--- src/rtl/sprite_blit_ctrl.sv ---
// Sprite blitter: copies one 8x8 sprite from ROM to the framebuffer, one pixel per FETCH/WAIT/WRITE pass.
// Optional macro SPRITE_TRANSPARENCY_EN: zero-valued pixels are skipped instead of written.
module sprite_blit_ctrl #(
   parameter int PIXEL_W     = 8,
   parameter int SPRITE_ID_W = 4,
   parameter int FB_WIDTH    = 320
) (
   input  logic                     clk,
   input  logic                     rst_n,
   input  logic                     start,
   input  logic [16:0]              coordinates,
   input  logic [SPRITE_ID_W-1:0]   sprite_id,
   output logic                     busy,
   output logic                     done,
   output logic                     rom_en,
   output logic [SPRITE_ID_W+5:0]   rom_addr,
   input  logic [PIXEL_W-1:0]       rom_data,
   output logic                     fb_we,
   output logic [16:0]              fb_addr,
   output logic [PIXEL_W-1:0]       fb_data,
   input  logic                     fb_ready
);

   typedef enum logic [2:0] {S_IDLE, S_FETCH, S_WAIT, S_WRITE, S_DONE} state_t;

   localparam logic [16:0] FB_W17 = 17'(FB_WIDTH);

   state_t                  r_state;
   logic [5:0]              r_cnt;
   logic [16:0]             r_coords;
   logic [SPRITE_ID_W-1:0]  r_sid;
   logic                    r_busy;
   logic                    r_done;
   logic                    r_rom_en;
   logic [SPRITE_ID_W+5:0]  r_rom_addr;
   logic                    r_fb_we;
   logic [16:0]             r_fb_addr;
   logic [PIXEL_W-1:0]      r_fb_data;

   logic [5:0]              w_cnt_nxt;
   logic [16:0]             w_row_off;
   logic [16:0]             w_fb_addr;

   // Row-major 8x8 footprint; the 17-bit sum wraps naturally at the top of the address space.
   assign w_cnt_nxt = r_cnt + 6'd1;
   assign w_row_off = FB_W17 * {14'd0, r_cnt[5:3]};
   assign w_fb_addr = r_coords + w_row_off + {14'd0, r_cnt[2:0]};

   always_ff @(posedge clk or negedge rst_n) begin
      if (!rst_n) begin
         r_state    <= S_IDLE;
         r_cnt      <= '0;
         r_coords   <= '0;
         r_sid      <= '0;
         r_busy     <= 1'b0;
         r_done     <= 1'b0;
         r_rom_en   <= 1'b0;
         r_rom_addr <= '0;
         r_fb_we    <= 1'b0;
         r_fb_addr  <= '0;
         r_fb_data  <= '0;
      end else begin
         r_done   <= 1'b0;
         r_rom_en <= 1'b0;
         case (r_state)
            S_IDLE: begin
               if (start) begin
                  r_coords   <= coordinates;
                  r_sid      <= sprite_id;
                  r_cnt      <= '0;
                  r_busy     <= 1'b1;
                  r_rom_en   <= 1'b1;
                  r_rom_addr <= {sprite_id, 6'd0};
                  r_state    <= S_FETCH;
               end
            end
            S_FETCH: r_state <= S_WAIT;
            S_WAIT: begin
`ifdef SPRITE_TRANSPARENCY_EN
               if (rom_data == '0) begin
                  if (r_cnt == 6'd63) begin
                     r_done  <= 1'b1;
                     r_state <= S_DONE;
                  end else begin
                     r_cnt      <= w_cnt_nxt;
                     r_rom_en   <= 1'b1;
                     r_rom_addr <= {r_sid, w_cnt_nxt};
                     r_state    <= S_FETCH;
                  end
               end else
`endif
               begin
                  r_fb_data <= rom_data;
                  r_fb_addr <= w_fb_addr;
                  r_fb_we   <= 1'b1;
                  r_state   <= S_WRITE;
               end
            end
            S_WRITE: begin
               // Address and data are held untouched while the framebuffer stalls.
               if (fb_ready) begin
                  r_fb_we <= 1'b0;
                  if (r_cnt == 6'd63) begin
                     r_done  <= 1'b1;
                     r_state <= S_DONE;
                  end else begin
                     r_cnt      <= w_cnt_nxt;
                     r_rom_en   <= 1'b1;
                     r_rom_addr <= {r_sid, w_cnt_nxt};
                     r_state    <= S_FETCH;
                  end
               end
            end
            S_DONE: begin
               r_busy  <= 1'b0;
               r_state <= S_IDLE;
            end
            default: r_state <= S_IDLE;
         endcase
      end
   end

   assign busy     = r_busy;
   assign done     = r_done;
   assign rom_en   = r_rom_en;
   assign rom_addr = r_rom_addr;
   assign fb_we    = r_fb_we;
   assign fb_addr  = r_fb_addr;
   assign fb_data  = r_fb_data;

endmodule

--- config.mk ---
export PLATFORM = sky130hd
export DESIGN_NAME = sprite_blit_ctrl
export DESIGN_NICKNAME = d
export VERILOG_FILES = /design/src/rtl/sprite_blit_ctrl.sv
export SDC_FILE = /design/constraint.sdc
export NUM_CORES = 1
export LEC_CHECK = 0
export ABC_AREA = 1
export CORE_UTILIZATION = 51
export CTS_BUF_LIST = sky130_fd_sc_hd__clkbuf_4 sky130_fd_sc_hd__clkbuf_8 sky130_fd_sc_hd__clkbuf_16
export CTS_CLUSTER_DIAMETER = 50
export DETAILED_ROUTE_END_ITERATION = 7
export PLACE_DENSITY = 0.92
export SLEW_MARGIN = 40
export SYNTH_ARGS = -nofsm -noshare
export SYNTH_HDL_FRONTEND = slang
export SYNTH_SLANG_ARGS = --single-unit
--- constraint.sdc ---
create_clock -name clk -period 2.9 [get_ports clk]
set_clock_uncertainty 0.2 [all_clocks]
set_input_delay 0.725 -clock clk [delete_from_list [all_inputs] [get_ports clk]]
set_output_delay 0.725 -clock clk [all_outputs]
set_load 0.02 [all_outputs]
### After elaboration in Yosys (flattened, before gate mapping)

Index checks and enable logic that the tools add are counted.

* input bits: 33
* register bits: 69

* reduce and logical (&&, ||, !) cells: 9
* multiply operators: 1
* equal/unequal tests: 8
* multiplexer cells: 23
* add/subtract/negate cells: 3

Operators with widths (count)
* $mux 10: 3
* $pmux 10 s2: 1
* $mux 6: 3
* $add 17x12->17: 1
* $add 17x3->17: 1
* $pmux 3 s4: 1
* $pmux 6 s2: 1
* $mux 3: 3
* $mux 1: 8
* $reduce_and 2->1: 4
* $add 6x1->6 const B: 1
* $eq 3x2->1 const B: 2
* $eq 6x6->1 const B: 1
* $mul 3x3->6 const A: 1
* $ne 2x2->1 const B: 3
* $pmux 1 s2: 3
* $reduce_bool 2->1: 3
* $reduce_and 4->1: 1
* $eq 3x1->1 const B: 1
* $eq 3x3->1 const B: 1
* $logic_not 3->1: 1

### Longest topological paths before layout

Gate-level depths: netlist (run 1).

* word-level depth: 4
* mapped depth: 13

### Worst setup path before layout (run 1)

OpenSTA, ideal clock, no wires.

* path type: register to register
* start: register r_cnt[3]
* end: register r_fb_addr[15] (netlist: fb_addr[15])
* path buffers: 0
* period minus slack after synthesis: 2438 ps
* library setup time: 117 ps
* data arrival time: 2121 ps
* setup slack: 462 ps
* stages on the path, launching flop included: 14
* cell sequence: dfrtp_1 ha_1 ha_1 ha_1 ha_1 nand2_1 nor2_1 inv_1 nor2_1 nand2_1 nand2_1 nand2_1 nand3_1 nand2_1

* longest elaborated chain between the ends: 3

Ends and longest elaborated chain
* start, declared: line 29 `logic [5:0] r_cnt;`
* start signal, assigned: line 107 `r_cnt <= w_cnt_nxt;`
* $mul 3x3->6: line 46 `assign w_row_off = FB_W17 * {14'd0, r_cnt[5:3]};`
* $add 17x12->17: line 47 `assign w_fb_addr = r_coords + w_row_off + {14'd0, r_cnt[2:0]};`
* $add 17x3->17: line 47
* end signal, assigned: line 94 `r_fb_addr <= w_fb_addr;`
* end, declared: line 37 `logic [16:0] r_fb_addr;`

No other way between the ends.
A chain may end at the register's enable or synchronous reset.

### Worst setup path after layout (run 1)

Ends and elaborated chain as after synthesis.

==> summary.txt, run 1 <==
Yosys
  – Synth cell count leaders: nand2_1, dfrtp_1, inv_1, nand3_1, nor2_1
  – Syn. warnings: 0
  – Mapped cell area: 3378 sq um
  – Post-synth top area share: 0.4667
  – Net Count, Synth: 441
  – Count leader, synth: nand2_1
  – Register area share after synthesis: 0.4667
  – Top cells by area, synth: dfrtp_1, nand2_1, mux2_4, ha_1, inv_1
  – Yosys cell types: 35
  – Seq cells post-synth: 63
  – EDFF count, synth: 0
  – Top FF cell, synth: dfrtp_1
  – Post-synthesis area per instance: between 8 and 9 sq um
  – Synth Instances: 394
  – Synth area leader: dfrtp_1
  – Post-synthesis async set-or-reset flop share: 1.000

Detailed routing
  – Antenna violation net count after detailed routing: 0
  – DRC viols: 0
  – Drt first pass iters: 4
  – Wire per inst: 13.74 microns
  – Number of DRC markers in iteration 0: 193
  – Vias: 2793
  – Final WL: roughly 7600 microns
  – Via/cell ratio: 5.069

Die
  – Row count: 29
  – Starting Density: 0.5290
  – Chip height: around 83 microns
  – Die width: between 80 and 90 microns
  – Num ports: 72
  – DIE AREA: 6953 sq um
  – Core ar.: 6386 sq um

Global route
  – Largest net degree at the start of global routing: 64
  – Initial antenna violation count: 0
  – Aggregate global-route resource usage: 0.2453
  – First-pass GRT wire length: 13580 microns
  – Vias in the first global route: 3018
  – Grt ovf: 0

Clocking
  – Cts hold-fix bufs: 0
  – Clock-pin slew on the worst setup and hold paths: ~0.07 ns
  – CTS Buf Count: 9
  – PostCTS Resize Cnt: 0
  – Setup bufs post-CTS: 0
  – Clock buffer depth: 2
  – CTS H-tree lvls: 3
  – CTS tree: done
  – Root buffer cell: clkbuf_8
  – CTS Sinks: 63
  – Clk_lat worst skew: 0.34 ns

Place
  – Hpwl dp: 5453 microns
  – DP Worst Slack: 0.4010 ns
  – GP Congestion: 0.9197
  – PortBufs: 71

Power and ir drop
  – P_leak: 2.215 nW
  – PwrDens: 1066 nW/um^2
  – Worst vdd ir: 0.6031 mV

Setup path
  – R2r worst-path depth: 13
  – Startpoint class of the critical path: flop
  – CP arrival: ~2.6 ns
  – Crit path from: r_cnt[3]
  – CP Capture Type: flop
  – Required time of the critical path: slightly below 3 ns
  – Critical setup path kind: reg -> reg
  – Crit path max fanout: 7
  – RR Startpoint: r_cnt[3]

Finish
  – Filler cells: 501
  – ANT cells: 0
  – Final net count: 518
  – Layout cells sized above 1: 0.1139
  – Area grow syn2layout: 28.48%

Run status
  – Status: complete, no violations

STA
  – Setup tns final: 0 ns
  – Worst-margin pin slew: 0.5246 ns
  – Max Clk Rate: 392.8 MHz
  – Final period utilization: 0.8779
  – Setup violators final: 0
  – Min Clock Period, post-route: 2.546 ns
  – Setup ws final: about 0.35 ns
  – Max-slew headroom: 0.6498
  – Max-slew violation count: 0
  – Fin. Hold Viols: 0
  – RSZ-0062 raised after global routing: no

Hold path
  – Min-delay worst type: in -> async

Job
  – Total of max-cap violations: 0
state kept, by name, summed over array words and instances (netlist names):
name,count
r_sid,4
r_coords,17
r_state,3
fb_data,8
rom_addr,5
done,1
rom_en,1
r_cnt,5
fb_addr,17
fb_we,1
busy,1
path summary, 6_finish.rpt:
kind                                end  slack [ns]
min in group clk             fb_data[7]        0.28
setup / recovery            fb_addr[15]        0.35
setup reg to reg            fb_addr[15]        0.35
hold reg to reg              fb_data[7]        0.28
hold / removal              rom_addr[6]        0.18
max in group asynchronous  r_coords[14]        2.05
per-stage QoR:
step                      std cells  hold WS [ns]  power, mW  area, sq um  utilization
after global placement          537        0.2532      3.815         4154       0.6505
after floorplan                 394        0.2294      3.077         3378            -
after global routing            551        0.2079      4.977         4340       0.6797
after CTS                       551        0.1948      4.658         4340       0.6797
final                           551        0.1793      4.627         4340       0.6797
after detailed placement        537        0.2601      3.911         4154       0.6505
cell families (layout without fill, tap and decap cells):
group	count (synthesis)	after routing	share of synthesized area
buffers and inverters	49	129	0.06556
and+or+nand+nor	215	215	0.2785
AOI/OAI and AO/OA	32	32	0.05704
DFF	63	63	0.4667
muxes	14	14	0.06000
adders and majority gates	14	14	0.05408
xor gates and xnor gates	7	7	0.01815
metal layers:
| layer | vias to the layer above | wire length, microns | global-route usage |
|---|---|---|---|
| li1 | 1409 | - | - |
| met1 | 1269 | 3188 | 0.3097 |
| met2 | 93 | 3542 | 0.3890 |
| met3 | 22 | 617 | 0.08449 |
| met4 | 0 | 220 | 0.09404 |
| met5 | - | 0 | 0 |
cell type report:
class / instances / area (sq um) / area share
Clock buffer: 14 / 186.4 / 0.04295
Inverter: 40 / 152.6 / 0.03517
Multi-Input combinational cell: 282 / 1580 / 0.3641
Sequential cell: 63 / 1577 / 0.3632
Tap cell: 77 / 96.34 / 0.02220
Timing Repair Buffer: 75 / 748.2 / 0.1724
power by group:
group	leakage (nW)	total [mW]	switching, mW	internal (mW)
combinational	1.36	2.32	1.28	1.04
clock	0.0981	0.731	0.326	0.405
sequential	0.756	1.57	0.299	1.27
total	2.22	4.63	1.91	2.72
layout by cell type, fill, tap and decap left out, types with 3 or more instances in the layout:
| cell type | netlist | final |
|---|---|---|
| nand2_1 | 138 | 138 |
| clkdlybuf4s50_1 | 0 | 70 |
| dfrtp_1 | 63 | 63 |
| inv_1 | 37 | 37 |
| nor2_1 | 26 | 26 |
| nand3_1 | 26 | 26 |
| a21oi_1 | 13 | 13 |
| ha_1 | 13 | 13 |
| clkbuf_8 | 0 | 13 |
| mux2_4 | 12 | 12 |
| o21ai_0 | 8 | 8 |
| nor2_2 | 6 | 6 |
| nor3_1 | 6 | 6 |
| xnor2_1 | 4 | 4 |
| xor2_1 | 3 | 3 |
| o21ai_1 | 3 | 3 |
| a31oi_2 | 3 | 3 |
| a31oi_1 | 3 | 3 |
| buf_4 | 1 | 3 |
worst max-delay path: stages, from the launching register on:
cell	delay, ns
dfrtp_1	0.46
ha_1	0.23
ha_1	0.18
ha_1	0.28
ha_1	0.36
nand2_1	0.12
nor2_1	0.17
inv_1	0.06
nor2_1	0.10
nand2_1	0.07
nand2_1	0.07
nand2_1	0.04
nand3_1	0.06
nand2_1	0.05
Note: power is estimated with default switching activity, not from simulation.
==> inputs of run 2 (changes only) <==
- SLEW_MARGIN: 40 -> not set
==> results of run 2 <==
No change in the layout: final DEF, timing and power equal those of run 1.
